===== src/rtl/postage_maxi_mul_acc_pipe.sv =====
// Pipelined parametrised multiplier with a saturating run accumulator on the output stage.
// Results leave in sample order, NUM_STAGE enabled cycles after the closing sample.
module postage_maxi_mul_acc_pipe #(
  parameter int DIN0_WIDTH  = 16,
  parameter int DIN1_WIDTH  = 9,
  parameter int DIN0_SIGNED = 0,
  parameter int DIN1_SIGNED = 0,
  parameter int NUM_STAGE   = 4,
  parameter int ACC_WIDTH   = 32,
  parameter int CNT_WIDTH   = 16
) (
  input  logic                  clk,
  input  logic                  reset_n,
  input  logic                  ce,
  input  logic                  din_valid,
  input  logic [DIN0_WIDTH-1:0] din0,
  input  logic [DIN1_WIDTH-1:0] din1,
  input  logic                  din_acc,
  input  logic                  din_last,
  output logic [ACC_WIDTH-1:0]  dout,
  output logic                  dout_valid,
  output logic [CNT_WIDTH-1:0]  dout_cnt,
  output logic                  dout_ovf
);

  // Handshake: a sample is taken when din_valid=1 at an edge with ce=1; a result is
  // consumed when dout_valid=1 at an edge with ce=1. There is no other backpressure.

  localparam int P  = (DIN0_SIGNED == DIN1_SIGNED) ? DIN0_WIDTH + DIN1_WIDTH
                                                   : DIN0_WIDTH + DIN1_WIDTH + 1;
  localparam int SW = ACC_WIDTH + 2;
  localparam int D  = NUM_STAGE - 2;
  localparam bit RS = (DIN0_SIGNED != 0) || (DIN1_SIGNED != 0);

  localparam logic signed [SW-1:0] MAX_V = RS ? (SW'(1) << (ACC_WIDTH - 1)) - SW'(1)
                                              : (SW'(1) << ACC_WIDTH) - SW'(1);
  localparam logic signed [SW-1:0] MIN_V = RS ? -(SW'(1) << (ACC_WIDTH - 1)) : '0;

  logic [DIN0_WIDTH-1:0] a_q;
  logic [DIN1_WIDTH-1:0] b_q;
  logic                  v1_q, acc1_q, last1_q;

  logic [P-1:0]          p_q [D];
  logic [D-1:0]          v_q, acc_q, last_q;

  logic [ACC_WIDTH-1:0]  acc_r;
  logic [CNT_WIDTH-1:0]  cnt_r;
  logic                  ovf_r;
  logic                  run_open;

  // Each operand gets one extra bit so a mixed-sign pair multiplies as signed x signed.
  logic signed [DIN0_WIDTH:0] a_x;
  logic signed [DIN1_WIDTH:0] b_x;
  logic signed [P-1:0]        a_p, b_p;
  logic [P-1:0]               prod_p;

  assign a_x    = {(DIN0_SIGNED != 0) && a_q[DIN0_WIDTH-1], a_q};
  assign b_x    = {(DIN1_SIGNED != 0) && b_q[DIN1_WIDTH-1], b_q};
  assign a_p    = P'(a_x);
  assign b_p    = P'(b_x);
  assign prod_p = a_p * b_p;

  logic signed [SW-1:0] prod_s, acc_s, sum_s;
  logic [ACC_WIDTH-1:0] run_acc;
  logic [CNT_WIDTH-1:0] run_cnt;
  logic                 run_ovf;

  assign prod_s = RS ? SW'($signed(p_q[D-1])) : SW'($signed({1'b0, p_q[D-1]}));
  assign acc_s  = RS ? SW'($signed(acc_r))    : SW'($signed({1'b0, acc_r}));
  assign sum_s  = acc_s + prod_s;

  // Next run state if the sample at the output stage belongs to a run.
  always_comb begin
    run_acc = sum_s[ACC_WIDTH-1:0];
    run_cnt = (cnt_r == '1) ? cnt_r : cnt_r + 1'b1;
    run_ovf = ovf_r;
    if (!run_open) begin
      run_acc = prod_s[ACC_WIDTH-1:0];
      run_cnt = CNT_WIDTH'(1);
      run_ovf = 1'b0;
    end else if (sum_s > MAX_V) begin
      run_acc = MAX_V[ACC_WIDTH-1:0];
      run_ovf = 1'b1;
    end else if (sum_s < MIN_V) begin
      run_acc = MIN_V[ACC_WIDTH-1:0];
      run_ovf = 1'b1;
    end
  end

  always_ff @(posedge clk) begin
    if (!reset_n) begin
      a_q        <= '0;
      b_q        <= '0;
      v1_q       <= 1'b0;
      acc1_q     <= 1'b0;
      last1_q    <= 1'b0;
      for (int i = 0; i < D; i++) p_q[i] <= '0;
      v_q        <= '0;
      acc_q      <= '0;
      last_q     <= '0;
      acc_r      <= '0;
      cnt_r      <= '0;
      ovf_r      <= 1'b0;
      run_open   <= 1'b0;
      dout       <= '0;
      dout_valid <= 1'b0;
      dout_cnt   <= '0;
      dout_ovf   <= 1'b0;
    end else if (ce) begin
      a_q       <= din0;
      b_q       <= din1;
      v1_q      <= din_valid;
      acc1_q    <= din_acc;
      last1_q   <= din_last;
      p_q[0]    <= prod_p;
      v_q[0]    <= v1_q;
      acc_q[0]  <= acc1_q;
      last_q[0] <= last1_q;
      for (int i = 1; i < D; i++) begin
        p_q[i]    <= p_q[i-1];
        v_q[i]    <= v_q[i-1];
        acc_q[i]  <= acc_q[i-1];
        last_q[i] <= last_q[i-1];
      end
      dout_valid <= 1'b0;
      if (v_q[D-1]) begin
        if (!acc_q[D-1]) begin
          // Single product: bypasses the run state so it can sit inside an open run.
          dout       <= prod_s[ACC_WIDTH-1:0];
          dout_cnt   <= CNT_WIDTH'(1);
          dout_ovf   <= 1'b0;
          dout_valid <= 1'b1;
        end else begin
          acc_r <= run_acc;
          cnt_r <= run_cnt;
          ovf_r <= run_ovf;
          if (last_q[D-1]) begin
            dout       <= run_acc;
            dout_cnt   <= run_cnt;
            dout_ovf   <= run_ovf;
            dout_valid <= 1'b1;
            run_open   <= 1'b0;
          end else begin
            run_open   <= 1'b1;
          end
        end
      end
    end
  end

endmodule


===== config.mk =====
export PLATFORM = sky130hd
export DESIGN_NAME = postage_maxi_mul_acc_pipe
export DESIGN_NICKNAME = d
export VERILOG_FILES = /design/src/rtl/postage_maxi_mul_acc_pipe.sv
export SDC_FILE = /design/constraint.sdc
export NUM_CORES = 1
export LEC_CHECK = 0
export BUFFER_PORTS_ARGS = -buffer_cell sky130_fd_sc_hd__buf_2
export CAP_MARGIN = 30
export CORE_ASPECT_RATIO = 1.1
export CORE_MARGIN = 4
export CORE_UTILIZATION = 40
export CTS_CLUSTER_SIZE = 25
export DETAILED_ROUTE_END_ITERATION = 16
export GPL_TIMING_DRIVEN = 1
export SETUP_SLACK_MARGIN = 0.15
export SYNTH_ARGS = -nofsm -noshare
export SYNTH_HDL_FRONTEND = slang
export SYNTH_SLANG_ARGS = --single-unit

===== constraint.sdc =====
create_clock -name clk -period 10.4 [get_ports clk]
set_input_delay 0.52 -clock clk [delete_from_list [all_inputs] [get_ports clk]]
set_output_delay 0.52 -clock clk [all_outputs]
set_load 0.005 [all_outputs]

==> results.md, run 1 <==
- Post-DRT Antenna Nets: 0
- Synthesized flop and latch total: about 180
- Share of cells above drive strength 1: 0.0927
- Asr flop ratio synth: 0
- Per-cell routed wire length: between 15 and 20 um
- Port Buffers: 80
- Post-CTS sizing: 0
- Clk_skew: about 0.016 ns
- Max-Cap Viols: 0
- CP Class: reg2reg
- Slowest-stage cell, CP: dfxtp_1
- Cell Chain, Critical Path: nand2_1, fa_1, inv_1, fa_1, inv_1, fa_1, fa_1, inv_1, ha_1, o21a_1, o31a_1, o211ai_1, a21oi_1, o31ai_1, a31oi_1, a41oi_1, xor2_1, nor2_1
- Fin crit share: 0.517
- CTS buffer count: 17
- Comb pwr share: 0.103
- Nets: approximately 1800
- Maximum clock path buffer count: 2
- CTS tree: built
- Critical-path maximum fanout: 17
- Number of global-route vias before repair: roughly 10000
- Worst-Margin Slew: ~0.86 ns
- Mapped Nets: between 1500 and 2000
- Routability cong.: roughly 0.91
- Power per cell area: 112 nW/um^2
- Clk_lat worst skew: approximately 0.45 ns
- Design area: 14700 sq um
- Pleak: approximately 6.5 nW
- Critical Path Sink Type: flop
- Synth warn: 0
- EDFF count, synth: 50
- Clk pin slew, worst setup/hold paths: 0.08 ns
- Die height: ~200 um
- Internal power: about 0.0012 W
- Row count: between 60 and 70
- Ports: approximately 80
- Core region area: 32600 sq um
- Endpoints failing setup: 0
- Worst setup SP type: flop
- Required time of the critical path: between 10 and 15 ns
- Initial antenna violation count: 0
- # hold bufs at CTS: 0
- Worst Path Arrival: between 5 and 6 ns
- Sw frac: 0.288
- Min Tclk post-route: ~5.4 ns
- Fin Hold WS: between 0.3 and 0.4 ns
- Layout area overhead: 10.2%
- Via count: around 10000
- Largest net degree at the start of global routing: 74
- Core Util, Final: 0.452
- Max Freq: 186 MHz
- Maximum vdd drop: 102 uV
- Gate count of the mapped netlist: around 1500
- WL final: about 31000 um
- Slew Viols, Final: 0
- Slew headroom: 0.429
- Pre-Repair DR Iteration Count: 6
- Initial core utilization: 0.410
- Number of DRC markers in iteration 0: 526
- Min-delay worst type: in2reg
- Die Area: between 30000 and 40000 sq um
- TritonCTS Sinks: 184
- DP HPWL: 22600 um
- Grt ovf: 0
- RSZ-0062 raised after global routing: no
- Buffers & Inverters on Critical Path: 3
- Vias/cell: between 5 and 6
- Delay-heaviest family, CP: adder cells
- Final Hold Vio Count: 0
- Fill cell count: 3240
- Synth Area per Inst: 8.72 sq um
- Area of the mapped netlist: between 10000 and 15000 sq um
- Clock Power Share: 0.422
- Status: complete, no violations
- Seq/Total Area, Yosys: 0.313
- First-pass GRT wire length: ~53000 um
- Sequential power share: 0.475
- Crit-path most repeated cell: fa_1
- H-tree levels: 4
- Pwr Total: about 0.0017 W
- Number of diodes: 0
- Area of placed instances: around 14000 sq um
- Clk root buf: clkbuf_16
- Peak per-stage delay on the critical path: ~0.69 ns
- Drt drc: 0
- Setup TNS: 0 ns
- Psw: approximately 0.00048 W
- Synth cell types: between 60 and 70
- Main flop type after synthesis: dfxtp_1
- Post-CTS Setup Bufs: 0
- Die width: roughly 180 um
- Total GRT Usage: 0.176
## worst register-to-register path, stage by stage, from the launching register on
cell      delay, ns
dfxtp_1        0.69
nand2_1        0.16
fa_1           0.56
inv_1          0.05
fa_1           0.50
inv_1          0.05
fa_1           0.46
fa_1           0.54
inv_1          0.04
ha_1           0.33
o21a_1         0.21
o31a_1         0.12
o211ai_1       0.28
a21oi_1        0.14
o31ai_1        0.33
a31oi_1        0.18
a41oi_1        0.27
xor2_1         0.16
nor2_1         0.05
## flip-flops by register name (all words and copies together) (netlist names), 2 cells and up
| register | count |
|---|---|
| acc_r | 32 |
| a_q | 16 |
| dout | 32 |
| v_q | 2 |
| acc_q | 2 |
| cnt_r | 16 |
| p_q | 50 |
| b_q | 9 |
| last_q | 2 |
| dout_cnt | 16 |
## synth_stat cells (all sizes together) (3+ instances only)
cell type  count  area [sq um]
nand2        164           616
o2111ai        3          26.3
nand3         46           230
nor4          16           100
nor2         129           484
and3          36           225
o31ai          8          73.8
o21ai         73           365
mux2i         47           470
a221oi         4          35.0
or3            6          47.5
xor2          23           201
and2          84           526
dfxtp        134          2680
nor3          24           120
a311oi         4          35.0
clkbuf        89           334
a22oi          5          37.5
a21boi         3          22.5
mux2           3          33.8
o221ai         4          35.0
o22ai          5          43.8
a31oi         20           125
fa           100          2000
o21a          15           113
a21o          20           150
ha            71           888
a211oi        13           103
nor2b          7          43.8
inv          146           548
a21oi         89           453
a211o          4          35.0
nand2b        14          87.6
buf            8          41.3
edfxtp        50          1500
xnor2         24           210
o211ai        14           105
nand4          6          37.5
## cells in the final DEF (no fill, tap or decap), drive strengths merged, types with 5 or more instances in the layout
cell / instances
o22ai: 5
a21oi: 89
ha: 71
clkbuf: 17
or3: 6
nand2: 164
edfxtp: 50
a21o: 20
xnor2: 24
nor2b: 7
nor2: 129
a22oi: 5
o21a: 15
nor3: 24
a211oi: 13
fa: 100
nor4: 16
nand4: 6
inv: 152
xor2: 23
o21ai: 73
and2: 84
and3: 36
nand2b: 14
dfxtp: 134
nand3: 46
mux2i: 47
o211ai: 14
a31oi: 20
clkinv: 10
o31ai: 8
buf: 96
## metal layers
metal,vias to the layer above,track usage,wire (um)
met2,217,0.288,14300
met4,0,0.0478,556
li1,5203,-,-
met5,-,0,0
met3,30,0.0346,1660
met1,4990,0.241,14700
## cells by family after synthesis
group / share of synthesized area
compound gates: 0.142
xor+xnor: 0.0308
fa+ha+maj: 0.216
buf+inv: 0.0696
flops: 0.313
mux: 0.0377
simple gates: 0.192
## layout make-up
type	count	area, sq um	area share
Timing Repair Buffer	96	541	0.0367
Inverter	148	557	0.0378
Sequential cell	184	4190	0.284
Tap cell	426	533	0.0362
Clock buffer	17	425	0.0289
Clock inverter	15	218	0.0148
Multi-Input combinational cell	1105	8290	0.562
## worst paths after layout
check	startpoint	endpoint	cells past startpoint	slack, ns
min reg2reg	dout[28]	dout[28]	2	0.44
max reg2reg	b_q[2]	p_q[0][22]	18	5.02
min	din1[4]	b_q[4]	3	0.31
max	b_q[2]	p_q[0][22]	18	5.02
## through the flow
step	setup WS, ns	std cells
4_1_cts	4.95	1990
2_1_floorplan	5.31	1534
6_report	5.02	1991
5_1_grt	4.64	1991
3_3_place_gp	5.05	1956
3_5_place_dp	4.98	1958
## power by group through the flow
stage | registers (W) | logic, W | clock network (W)
global placement | 0.000802 | 0.000169 | 0
global route | 0.000790 | 0.000198 | 0.000744
finish | 0.000786 | 0.000171 | 0.000697
detailed placement | 0.000802 | 0.000172 | 0
CTS | 0.000786 | 0.000173 | 0.000715
floorplan | 0.000781 | 0.000145 | 0
(Power assumes the default switching activity.)
==> run 2, diff against run 1 <==
==> constraint.sdc (replaced) <==
create_clock -name clk -period 4.8 [get_ports clk]
set_input_delay 0.24 -clock clk [delete_from_list [all_inputs] [get_ports clk]]
set_output_delay 0.24 -clock clk [all_outputs]
set_load 0.005 [all_outputs]
==> results.md, run 2 (synthesis results as in run 1) <==
- Slew Viols, Final: 0 (unchanged)
- Maximum vdd drop: 251 uV (+150%)
- Commonest cells after routing, fill and taps aside: nand2_1, inv_1, nor2_1, dfxtp_1, fa_1
- Min-Delay Startpoint: din0[14]
- CTS buffer count: 17 (unchanged)
- Final Hold Vio Count: 0 (unchanged)
- Min-delay worst type: in2reg
- Clk_lat worst skew: 0.45 ns (about the same)
- R2r endpoint: p_q[0][23]
- Internal power: 0.00267 W (+130%)
- Slew headroom: 0.332 (-0.0961)
- Worst-Margin Slew: 1.00 ns (+0.144 ns)
- Grt ovf: 0 (unchanged)
- Power per cell area: 237 nW/um^2 (+110%)
- Sequential power share: 0.458 (-0.017)
- Multi-input gate area: 8590 sq um (+3.6%)
- Largest register FFs: 50 (unchanged)
- Row count: 69 (unchanged)
- Delay-heaviest family, CP: adder cells
- Number of DRC markers in iteration 0: 592 (+13%)
- Worst Path Arrival: 4.86 ns (-0.71 ns)
- Reg-to-reg slack, setup: 0.13 ns (-4.89 ns)
- Initial antenna violation count: 0 (unchanged)
- Die width: 182 um (unchanged)
- Worst setup SP type: flop
- Nets: 1803 (+2.8%)
- Die Area: 36400 sq um (unchanged)
- DP HPWL: 23200 um (+2.9%)
- Number of diodes: 0 (unchanged)
- TritonCTS Sinks: 184 (unchanged)
- Die height: 200 um (unchanged)
- Status: complete, no violations
- Per-cell routed wire length: 15.7 um (about the same)
- Design area: 15500 sq um (+5.3%)
- CTS tree: built
- Required time of the critical path: 4.99 ns (-5.60 ns)
- Largest net degree at the start of global routing: 75 (+1.4%)
- Max-Cap Viols: 0 (unchanged)
- Min Tclk post-route: 4.67 ns (-0.712 ns)
- Clk_skew: 0.0130 ns (-0.00278 ns)
- Crit-path most repeated cell: fa_1
- Drt drc: 0 (unchanged)
- Critical-path maximum fanout: 6 (-11)
- First-pass GRT wire length: 53300 um (+0.46%)
- Most flops, register: p_q
- Clk pin slew, worst setup/hold paths: 0.08 ns (about the same)
- Core Util, Final: 0.476 (+0.0241)
- H-tree levels: 4 (unchanged)
- Regs by FF count: p_q: 50 flops, acc_r: 32 flops, dout: 32 flops
- WL final: 32000 um (+2.4%)
- Clock Power Share: 0.412 (-0.010)
- Slowest-stage cell, CP: fa_1
- Total GRT Usage: 0.177 (+0.000671)
- Pre-Repair DR Iteration Count: 5 (-1)
- R2r worst-path depth: 21 (+3)
- CP Class: reg2reg
- Commonest non-fill, non-tap cell in the layout: nand2_1
- Via count: 10600 (+1.7%)
- Core region area: 32600 sq um (unchanged)
- Clk root buf: clkbuf_16
- Fill cell count: 3148 (-2.8%)
- Routability cong.: 0.881 (-3.3%)
- Area of placed instances: 14500 sq um (+2.6%)
- Number of global-route vias before repair: 10500 (+1.2%)
- Post-DRT Antenna Nets: 0 (unchanged)
- RSZ-0062 raised after global routing: yes
- Fin crit share: 0.973 (+0.455)
- Cell Chain, Critical Path: buf_12, buf_8, buf_6, nand2_4, fa_1, inv_1, fa_1, fa_1, inv_2, fa_1, inv_2, ha_4, a21oi_4, nor2b_4, a41oi_2, o21ai_2, a21oi_2, a311oi_2, a31oi_1, xor2_1, nor2_1
- Post-route insts no fill: 2040 (+2.5%)
- Endpoints failing setup: 0 (unchanged)
- Maximum clock path buffer count: 2 (unchanged)
- R2r startpoint: b_q[2]
- Ports: 81 (unchanged)
- Psw: 0.00100 W (+110%)
- Buffers & Inverters on Critical Path: 6 (+3)
- Initial core utilization: 0.410 (unchanged)
- DP Cell Count: 1998 (+2.0%)
- Comb pwr share: 0.130 (+0.027)
- Port Buffers: 80 (unchanged)
- Max Freq: 214 MHz (+15%)
- Pleak: 6.82 nW (+4.6%)
- Share of cells above drive strength 1: 0.167 (+0.0740)
- Reg area: 4250 sq um (+1.5%)
- Vias/cell: 5.21 (-0.72%)
- Hold depth: 3 (unchanged)
- WHS Endpoint: a_q[14]
- Layout area overhead: 16.1%
- Critical Path Sink Type: flop
- Peak per-stage delay on the critical path: 0.54 ns (-0.15 ns)
- # hold bufs at CTS: 0 (unchanged)
- Sw frac: 0.272 (-0.0152)
-- run 2: cell types whose count changed in the layout (fill, tap and decap cells not counted), sizes merged --
cell,delta
inv,+2
buf,+49
clkinv,-6
clkbuf,+4
-- run 2: timing repair --
action                     4_1_cts  5_1_grt
pin swaps                       45       29
setup endpoints to repair        8        9
gates resized for setup         77       32
buffers inserted                 6        4
-- run 2: stage by stage --
step	hold WS [ns]	setup WS (ns)	TNS [ns]	total power [W]
floorplan	0.387	0.154	0	0.00202
global placement	0.423	-0.0307	-0.0307	0.00214
detailed placement	0.427	-0.0862	-0.186	0.00215
CTS	0.000674	0.147	0	0.00370
global route	0.0223	-0.0629	-0.105	0.00384
finish	0.0254	0.130	0	0.00368
-- run 2: per-layer routing --
| layer | global-route usage | vias up | wire length (um) |
|---|---|---|---|
| li1 | - | 5308 | - |
| met1 | 0.241 | 5094 | 15300 |
| met2 | 0.300 | 197 | 15200 |
| met3 | 0.0294 | 21 | 1160 |
| met4 | 0.0359 | 0 | 258 |
| met5 | 0 | - | 0 |
-- run 2: how the worst max path moves through the flow --
stage,startpoint,endpoint,slack [ns],cells past startpoint
floorplan,a_q[5],p_q[0][22],0.15,17
global placement,a_q[5],p_q[0][22],-0.03,18
detailed placement,a_q[5],p_q[0][22],-0.09,18
CTS,b_q[4],p_q[0][23],0.15,18
global route,b_q[2],p_q[0][23],-0.06,21
finish,b_q[2],p_q[0][23],0.13,21
-- run 2: power by group through the flow --
stage          registers [W]  clock network (W)  logic [W]
2_1_floorplan        0.00169                  0   0.000324
3_3_place_gp         0.00172                  0   0.000419
3_5_place_dp         0.00172                  0   0.000426
4_1_cts              0.00168            0.00156   0.000455
5_1_grt              0.00169            0.00161   0.000540
6_report             0.00168            0.00152   0.000476
-- run 2: tightest hold or removal path: stages --
cell	delay, ns
buf_2	0.07
mux2i_1	0.05
nor2_1	0.07
-- run 2: area by class of cell --
| class | count | area share |
|---|---|---|
| timing repair buffer | 145 | 0.0632 |
| tap | 426 | 0.0343 |
| sequential | 184 | 0.274 |
| clock inverter | 11 | 0.00781 |
| inverter | 148 | 0.0359 |
| clock buffer | 21 | 0.0324 |
| multi-input combinational | 1105 | 0.553 |
